$ cat config.mk
export PLATFORM = sky130hd
export DESIGN_NAME = write_ptr_ctrl
export DESIGN_NICKNAME = d
export VERILOG_FILES = /design/src/rtl/write_ptr_ctrl.sv
export SDC_FILE = /design/constraint.sdc
export NUM_CORES = 1
export LEC_CHECK = 0
export BUFFER_PORTS_ARGS = -buffer_cell sky130_fd_sc_hd__clkbuf_2
export CAP_MARGIN = 40
export CORE_AREA = 5 5 68 70
export CTS_CLUSTER_SIZE = 40
export DETAILED_ROUTE_END_ITERATION = 16
export DIE_AREA = 0 0 73 75
export GPL_ROUTABILITY_DRIVEN = 0
export PLACE_DENSITY = 0.45
export SETUP_SLACK_MARGIN = 0.2
export SLEW_MARGIN = 10
export SYNTH_ARGS = -nofsm -noshare
export SYNTH_HDL_FRONTEND = slang
export SYNTH_SLANG_ARGS = --single-unit
export TNS_END_PERCENT = 30
$ cat constraint.sdc
create_clock -name clk_i -period 2.65 [get_ports clk_i]
set_input_delay 0.3975 -clock clk_i [delete_from_list [all_inputs] [get_ports clk_i]]
set_output_delay 0.3975 -clock clk_i [all_outputs]
set_load 0.005 [all_outputs]
$ cat src/rtl/write_ptr_ctrl.sv
// rtl/write_ptr_ctrl.sv - FIFO write-side pointer with full/almost-full/level/overflow flags; optional WRITE_PTR_SYNC_EN read-pointer synchroniser
module write_ptr_ctrl #(
  parameter int ADDR_SIZE = 4,
  parameter int AF_THRESH = (1 << ADDR_SIZE) - 1
) (
  input  logic                 clk_i,
  input  logic                 rst_i,
  input  logic [ADDR_SIZE:0]   rd_ptr_i,
  input  logic                 inc_i,
  input  logic                 clr_ovf_i,
  output logic [ADDR_SIZE:0]   ptr_o,
  output logic [ADDR_SIZE-1:0] addr_o,
  output logic                 fifo_full_o,
  output logic                 almost_full_o,
  output logic [ADDR_SIZE:0]   level_o,
  output logic                 overflow_o
);

  // Threshold in pointer width; AF_THRESH may equal the depth, which needs the extra bit.
  localparam logic [ADDR_SIZE:0] AF_LVL    = (ADDR_SIZE+1)'(AF_THRESH);
  // A full FIFO's write pointer equals the read pointer with its two top Gray bits flipped.
  localparam logic [ADDR_SIZE:0] FULL_MASK = (ADDR_SIZE+1)'(3 << (ADDR_SIZE - 1));

  logic [ADDR_SIZE:0] r_wbin;
  logic [ADDR_SIZE:0] r_ptr;
  logic [ADDR_SIZE:0] r_level;
  logic               r_full;
  logic               r_afull;
  logic               r_ovf;

  logic [ADDR_SIZE:0] w_rq;
  logic [ADDR_SIZE:0] w_rbin;
  logic               w_accept;
  logic [ADDR_SIZE:0] w_wbin_next;
  logic [ADDR_SIZE:0] w_gray_next;
  logic [ADDR_SIZE:0] w_level_next;
  logic               w_full_next;
  logic               w_afull_next;

`ifdef WRITE_PTR_SYNC_EN
  logic [ADDR_SIZE:0] r_sync1;
  logic [ADDR_SIZE:0] r_sync2;

  // Two-flop synchroniser bringing the read-domain Gray pointer into this clock domain.
  always_ff @(posedge clk_i or negedge rst_i) begin
    if (!rst_i) begin
      r_sync1 <= '0;
      r_sync2 <= '0;
    end else begin
      r_sync1 <= rd_ptr_i;
      r_sync2 <= r_sync1;
    end
  end

  assign w_rq = r_sync2;
`else
  assign w_rq = rd_ptr_i;
`endif

  // Gray to binary: each binary bit is the XOR of all Gray bits at or above it.
  always_comb begin
    w_rbin = '0;
    for (int i = 0; i <= ADDR_SIZE; i++) begin
      w_rbin[i] = ^(w_rq >> i);
    end
  end

  // Next-pointer and next-flag computation; flags are registered from these values.
  always_comb begin
    w_accept     = inc_i & ~r_full;
    w_wbin_next  = r_wbin + {{ADDR_SIZE{1'b0}}, w_accept};
    w_gray_next  = w_wbin_next ^ (w_wbin_next >> 1);
    w_level_next = w_wbin_next - w_rbin;
    w_full_next  = (w_gray_next == (w_rq ^ FULL_MASK));
    w_afull_next = (w_level_next >= AF_LVL);
  end

  // Pointer, level and full/almost-full registers.
  always_ff @(posedge clk_i or negedge rst_i) begin
    if (!rst_i) begin
      r_wbin  <= '0;
      r_ptr   <= '0;
      r_level <= '0;
      r_full  <= 1'b0;
      r_afull <= 1'b0;
    end else begin
      r_wbin  <= w_wbin_next;
      r_ptr   <= w_gray_next;
      r_level <= w_level_next;
      r_full  <= w_full_next;
      r_afull <= w_afull_next;
    end
  end

  // Sticky overflow: a rejected write sets it and takes priority over a clear.
  always_ff @(posedge clk_i or negedge rst_i) begin
    if (!rst_i) begin
      r_ovf <= 1'b0;
    end else if (inc_i && r_full) begin
      r_ovf <= 1'b1;
    end else if (clr_ovf_i) begin
      r_ovf <= 1'b0;
    end
  end

  assign ptr_o         = r_ptr;
  assign addr_o        = r_wbin[ADDR_SIZE-1:0];
  assign fifo_full_o   = r_full;
  assign almost_full_o = r_afull;
  assign level_o       = r_level;
  assign overflow_o    = r_ovf;

endmodule

==> results of run 1 <==
-- sequential cells by signal (all words and copies together) (netlist names) --
name / count
overflow_o: 1
r_wbin: 4
ptr_o: 5
almost_full_o: 1
level_o: 5
fifo_full_o: 1
-- placed cells by master, fill, tap and decap left out, types with 2 or more instances in the layout --
master / n
clkbuf_2: 25
clkbuf_8: 3
nor2b_1: 3
buf_4: 6
ha_1: 3
xnor2_1: 11
dfrtp_1: 17
inv_1: 7
nand3_1: 2
xor2_1: 4
nor2_1: 2
and2_1: 2
a311oi_1: 2
xor2_4: 2
-- worst register-to-register path, cell delays in order, from the launching register on --
cell and delay [ns]:
dfrtp_1 0.42, and3b_2 0.25, ha_1 0.26, xor2_4 0.21, ha_1 0.34, a221o_1 0.37
xor2_1 0.16, a41o_1 0.24
-- Yosys cell counts, types with 2 or more instances --
cell | instances | area, um^2
a311oi_1 | 2 | 17.5
and2_1 | 2 | 12.5
dfrtp_1 | 17 | 425
ha_1 | 5 | 62.6
inv_1 | 8 | 30.0
nand3_1 | 2 | 10.0
nor2_1 | 2 | 7.51
nor2b_1 | 3 | 18.8
xnor2_1 | 13 | 114
xor2_1 | 5 | 43.8
-- area by class of cell --
cell class                 instances  share of cell area [%]
timing repair buffer              31                    13.2
clock buffer                       4                    3.51
inverter                           8                    2.34
tap                               50                    4.87
sequential                        17                    33.1
multi-input combinational         51                    42.9
-- stage by stage --
step	utilization, %	TNS [ns]	hold slack [ns]	instance area, um^2
final	32.8	0	0.0726	1280
after CTS	31.8	0	0.0965	1240
after floorplan	-	0	0.102	956
after detailed placement	30.0	-0.00650	0.370	1170
after global routing	32.8	0	0.118	1280
after global placement	30.0	0	0.362	1170
-- cells by family after synthesis --
group / after synthesis
adder cells (fa/ha/maj): 6
flip-flops: 17
AND/OR/NAND/NOR: 15
AO/OA/AOI/OAI: 8
multiplexers: 1
buffers and inverters: 8
XOR/XNOR: 21
-- per-layer routing --
| metal | share of wire, % | global-route usage, % | vias up |
|---|---|---|---|
| li1 | - | - | 328 |
| met4 | 1.2 | 3.07 | 0 |
| met2 | 52 | 13.2 | 15 |
| met1 | 42 | 9.51 | 330 |
| met3 | 5.1 | 2.40 | 4 |
| met5 | 0 | 0 | - |
-- repair_timing --
action,in CTS,in global routing
setup endpoints to repair,1,1
buffers inserted,1,1
gates cloned,0,0
resized for setup,3,5
pin swaps,0,1
-- path summary, 6_finish.rpt --
check	start	end	slack, ns	depth (start not counted)
setup / recovery	rd_ptr_i[2]	almost_full_o$_DFF_PN0_	0.27	10
hold / removal	rst_i	r_wbin[1]$_DFF_PN0_	0.07	1
setup reg to reg	r_wbin[0]$_DFF_PN0_	almost_full_o$_DFF_PN0_	0.30	7
hold reg to reg	overflow_o$_DFFE_PN0P_	overflow_o$_DFFE_PN0P_	0.52	2
max in group asynchronous	rst_i	level_o[4]$_DFF_PN0_	2.27	1
min in group clk_i	clr_ovf_i	overflow_o$_DFFE_PN0P_	0.32	2
-- report_power, final --
group          leakage [nW]  total (W)  switching (W)  internal (W)
sequential            0.203   0.000496      0.0000915      0.000404
clock                0.0228   0.000192      0.0000856      0.000107
combinational         0.378    0.00105       0.000507      0.000543
total                 0.604    0.00174       0.000684       0.00105
==> metrics.cfg, run 1 <==
[sta]
rsz0062_at_grt=no
max_freq_mhz=420
maxSlewViolCount=0
skew_ns=0.00245
setup_viol=0
worstMarginPinSlew_ns=0.394
fin_crit_sh_pct=89.8
final.min_clock_period_ns=2.38
finalHoldViolCount=0
fin_ws_ns=0.271
maxSlewHeadroom_pct=73.1

[global_route]
grt_overflow=0
grt_pass1_wl_um=3310
grt_max_degree=18
grt_use_total_pct=7.89
antenna_found_initial=0
grt_pass1_vias=725

[final_layout]
n_antenna_cell=0
fillers=436
drive_gt1_share_pct=43.2
register_area_um2=425
area_growth_pct=36.6
layout.nets=127
instances_no_fill=161
multi_input_area_um2=552

[clock_tree]
hold_buffers=0
cts_root_buf=clkbuf_8
clkLatencyLatePin_ns=0.25
cts_tree=done
clock_path_buffers=2
clkSinkCount=17
cts_made_buffers=3
htree_levels=1
clk_pin_slew_ns=0.07

[floorplan]
die_height_um=75
chipWidth_um=73
ios=26
core_area_mm2=0.00391
start_util_pct=24.0
die_area_mm2=0.00548
fp-row-count=23

[worst_setup_path]
critical_path.slowest_cell=xnor3_2
critical_path_arrival_ns=2.52
cp.required_ns=2.79
path_cells=clkbuf_2, xnor3_2, xor2_4, xnor2_2, ha_2, fa_1, nor2b_1, a221o_2, xnor2_1, a41o_1
critPathKind=in -> reg
end_kind=register
max_stage_delay_ns=0.48
crit_fanout=3
worstPathBufferInverterCount=1
crit_path_start_kind=input port
path_delay_family=XOR/XNOR gates

[synth]
seq_area_frac_synth_pct=45.2
synth_nets=91
syn-instance-count=76
synthDistinctLibCells=27
synthSimpleGateAreaFrac_pct=9.57
yosysWarnings=0
synthXorXnorAreaFrac_pct=24.6
synth.cell_area_um2=941
synthAdderAreaFrac_pct=8.78
synth_top_family_by_area=XOR/XNOR gates
synth.area.mux_share_pct=1.06
synth_compound_area_share_pct=7.58
avgSynthCellArea_um2=12.4
ys_ff_latch=17
synth_edf_count=0
synthFlopType=dfrtp_1
async_flop_share_pct=100

[pwr]
ir_worst_vdd_mv=0.402
power_w=0.00174
leakagePower_nw=0.604
p_per_area_mw_per_mm2=1350

[placement]
io_buffers=25
dp.cells=155
pre_cts_slack_ns=-0.00650
hpwl_um=1630

[detailed_routing]
vias=677
dr.pass1.iters=2
antenna_left=0
vias_per_cell=4.20
drt_wl_total_um=2080
drt_iter0_markers=23
wl_per_cell_um=12.9
drc=0

[worst_hold_path]
hold_path_class=in -> async

[run]
max_cap_violations=0

[run_status]
status=completed

Power figures use the tool's default switching activity.
==> run 2, diff against run 1 <==
- PLACE_DENSITY: 0.45 -> default
- PLACE_DENSITY_LB_ADDON: default -> 0.15
- SETUP_SLACK_MARGIN: 0.2 -> 0.5
==> run 2 against run 1 <==
Against the previous run: global-route usage up 0.50 points; sequential share of layout area down 2.4 points; worst hold slack worse by 0.0048 ns; die area did not move; non-clock buffer count increased by 12; sequential power shrank 4.6%; combinational power grew 16%; core utilization up 2.6 points; final area is 7.8% higher; count of clock-buffer cells in the layout fell by 1; clock power rose by 3%; routed wire length rose by 1.6%; critical path type unchanged; highest routed layer unchanged.
==> metrics.cfg, run 2 (synthesis gave the netlist of run 1 again) <==
[run_status]
status=completed

[worst_setup_path]
critPathKind=in -> reg
r2r_start=fifo_full_o$_DFF_PN0_
max_stage_delay_ns=0.43  ; -0.05 ns
r2r_setup_slack_ns=0.38  ; +0.08 ns
critical_path_arrival_ns=2.44  ; -0.08 ns
critical_path.slowest_cell=xnor3_2
end_kind=register
cp.required_ns=2.80  ; about the same
crit_fanout=2  ; -1
reg2reg_depth=9  ; +2
crit_path_start_kind=input port
path_cells=buf_6, xnor3_2, xor2_2, xnor2_1, ha_2, fa_2, nor2b_1, a221o_2, xnor2_2, a41o_1
rr_endpoint=almost_full_o$_DFF_PN0_

[clock_tree]
cts_tree=done
clkLatencyLatePin_ns=0.25  ; about the same
clkSinkCount=17  ; unchanged
cts_root_buf=clkbuf_8
htree_levels=1  ; unchanged
clk_pin_slew_ns=0.07  ; about the same
hold_buffers=0  ; unchanged
cts_made_buffers=3  ; unchanged
clock_path_buffers=2  ; unchanged

[sta]
max_freq_mhz=437  ; +3.9%
worstMarginPinSlew_ns=0.432  ; +0.0381 ns
rsz0062_at_grt=yes
finalHoldViolCount=0  ; unchanged
skew_ns=0.00216  ; -0.000293 ns
maxSlewViolCount=0  ; unchanged
setup_viol=0  ; unchanged
fin_setup_tns_ns=0  ; unchanged
final.min_clock_period_ns=2.29  ; -0.0894 ns
maxSlewHeadroom_pct=71.2  ; -1.9 points
fin_crit_sh_pct=86.4  ; -3.4 points

[run]
max_cap_violations=0  ; unchanged

[final_layout]
layout_commonest_cell=clkbuf_2
drive_gt1_share_pct=51.2  ; +8.0 points
instances_no_fill=173  ; +7.5%
area_growth_pct=47.2
final_util_pct=35.4  ; +2.6 points
n_antenna_cell=0  ; unchanged
mostFrequentLayoutCells=clkbuf_2, buf_4, dfrtp_1, xnor2_1, inv_1
layout.nets=139  ; +9.4%

[global_route]
grt_max_degree=18  ; unchanged
grt_pass1_wl_um=3460  ; +4.3%
antenna_found_initial=0  ; unchanged
grt_pass1_vias=729  ; +0.55%
grt_overflow=0  ; unchanged
grt_use_total_pct=8.39  ; +0.50 points

[detailed_routing]
vias=710  ; +4.9%
drc=0  ; unchanged
drt_wl_total_um=2110  ; +1.6%
vias_per_cell=4.10  ; -2.4%
dr.pass1.iters=4  ; +2
antenna_left=0  ; unchanged
drt_iter0_markers=7  ; -70%
wl_per_cell_um=12.2  ; -5.4%

[placement]
io_buffers=25  ; unchanged
hpwl_um=1630  ; -0.25%
dp.cells=156  ; +0.65%

[floorplan]
start_util_pct=24.0  ; unchanged
chipWidth_um=73  ; unchanged
die_area_mm2=0.00548  ; unchanged
core_area_mm2=0.00391  ; unchanged
fp-row-count=23  ; unchanged
die_height_um=75  ; unchanged
ios=26  ; unchanged

[pwr]
leakagePower_nw=0.666  ; +10%
p_per_area_mw_per_mm2=1370  ; +1.1%
ir_worst_vdd_mv=0.444  ; +11%

[worst_hold_path]
hold_path_class=in -> async

run 2: cell types whose count changed in the layout (fill, tap and decap cells not counted), sizes merged:
cell	delta
clkbuf	-2
buf	+13
clkinv	+1
run 2: cell type report:
type	instances	area, um^2
clock inverter	1	5.00
multi-input combinational	51	546
inverter	8	30.0
tap	50	62.6
fill	423	2530
timing repair buffer	43	275
sequential	17	425
clock buffer	3	41.3
run 2: worst max path at each step:
stage                     start                       to  slack (ns)  cells past startpoint
floorplan           rd_ptr_i[4]  almost_full_o$_DFF_PN0_        0.24                      9
global placement    rd_ptr_i[4]  almost_full_o$_DFF_PN0_        0.07                     10
detailed placement  rd_ptr_i[4]  almost_full_o$_DFF_PN0_        0.01                     10
CTS                 rd_ptr_i[2]  almost_full_o$_DFF_PN0_        0.34                     10
global route        rd_ptr_i[4]  almost_full_o$_DFF_PN0_        0.28                     10
finish              rd_ptr_i[4]  almost_full_o$_DFF_PN0_        0.36                     10
run 2: worst max-delay path: cells and delay by family:
family / cells / cell delay [ns]
AND/OR/NAND/NOR: 1 / 0.05
adder cells (fa/ha/maj): 2 / 0.42
AO/OA/AOI/OAI: 2 / 0.58
XOR/XNOR: 4 / 0.91
buffers and inverters: 1 / 0.07
run 2: timing repair:
item | CTS | global route
setup endpoints to repair | 3 | 3
buffers inserted | 8 | 5
gates resized for setup | 9 | 2
pin swaps | 7 | 9
run 2: power breakdown:
group	leakage, nW	switching (W)	internal, W
Combinational	0.438	0.000551	0.000670
Clock	0.0255	0.0000937	0.000104
Sequential	0.203	0.0000688	0.000404
run 2: routing by layer:
layer / GRT usage, % / share of wire (%)
met1: 9.58 / 43
met2: 14.8 / 50
met3: 3.34 / 6.3
met4: 1.84 / 0.62
met5: 0 / 0
run 2: metrics by stage:
| stage | hold WS, ns | setup slack, ns | instance area, um^2 | total power (W) |
|---|---|---|---|---|
| 2_1_floorplan | 0.102 | 0.237 | 956 | 0.00116 |
| 5_1_grt | 0.107 | 0.275 | 1390 | 0.00207 |
| 3_3_place_gp | 0.368 | 0.0693 | 1180 | 0.00150 |
| 4_1_cts | 0.0855 | 0.342 | 1330 | 0.00187 |
| 3_5_place_dp | 0.367 | 0.0104 | 1180 | 0.00150 |
| 6_report | 0.0678 | 0.361 | 1390 | 0.00189 |
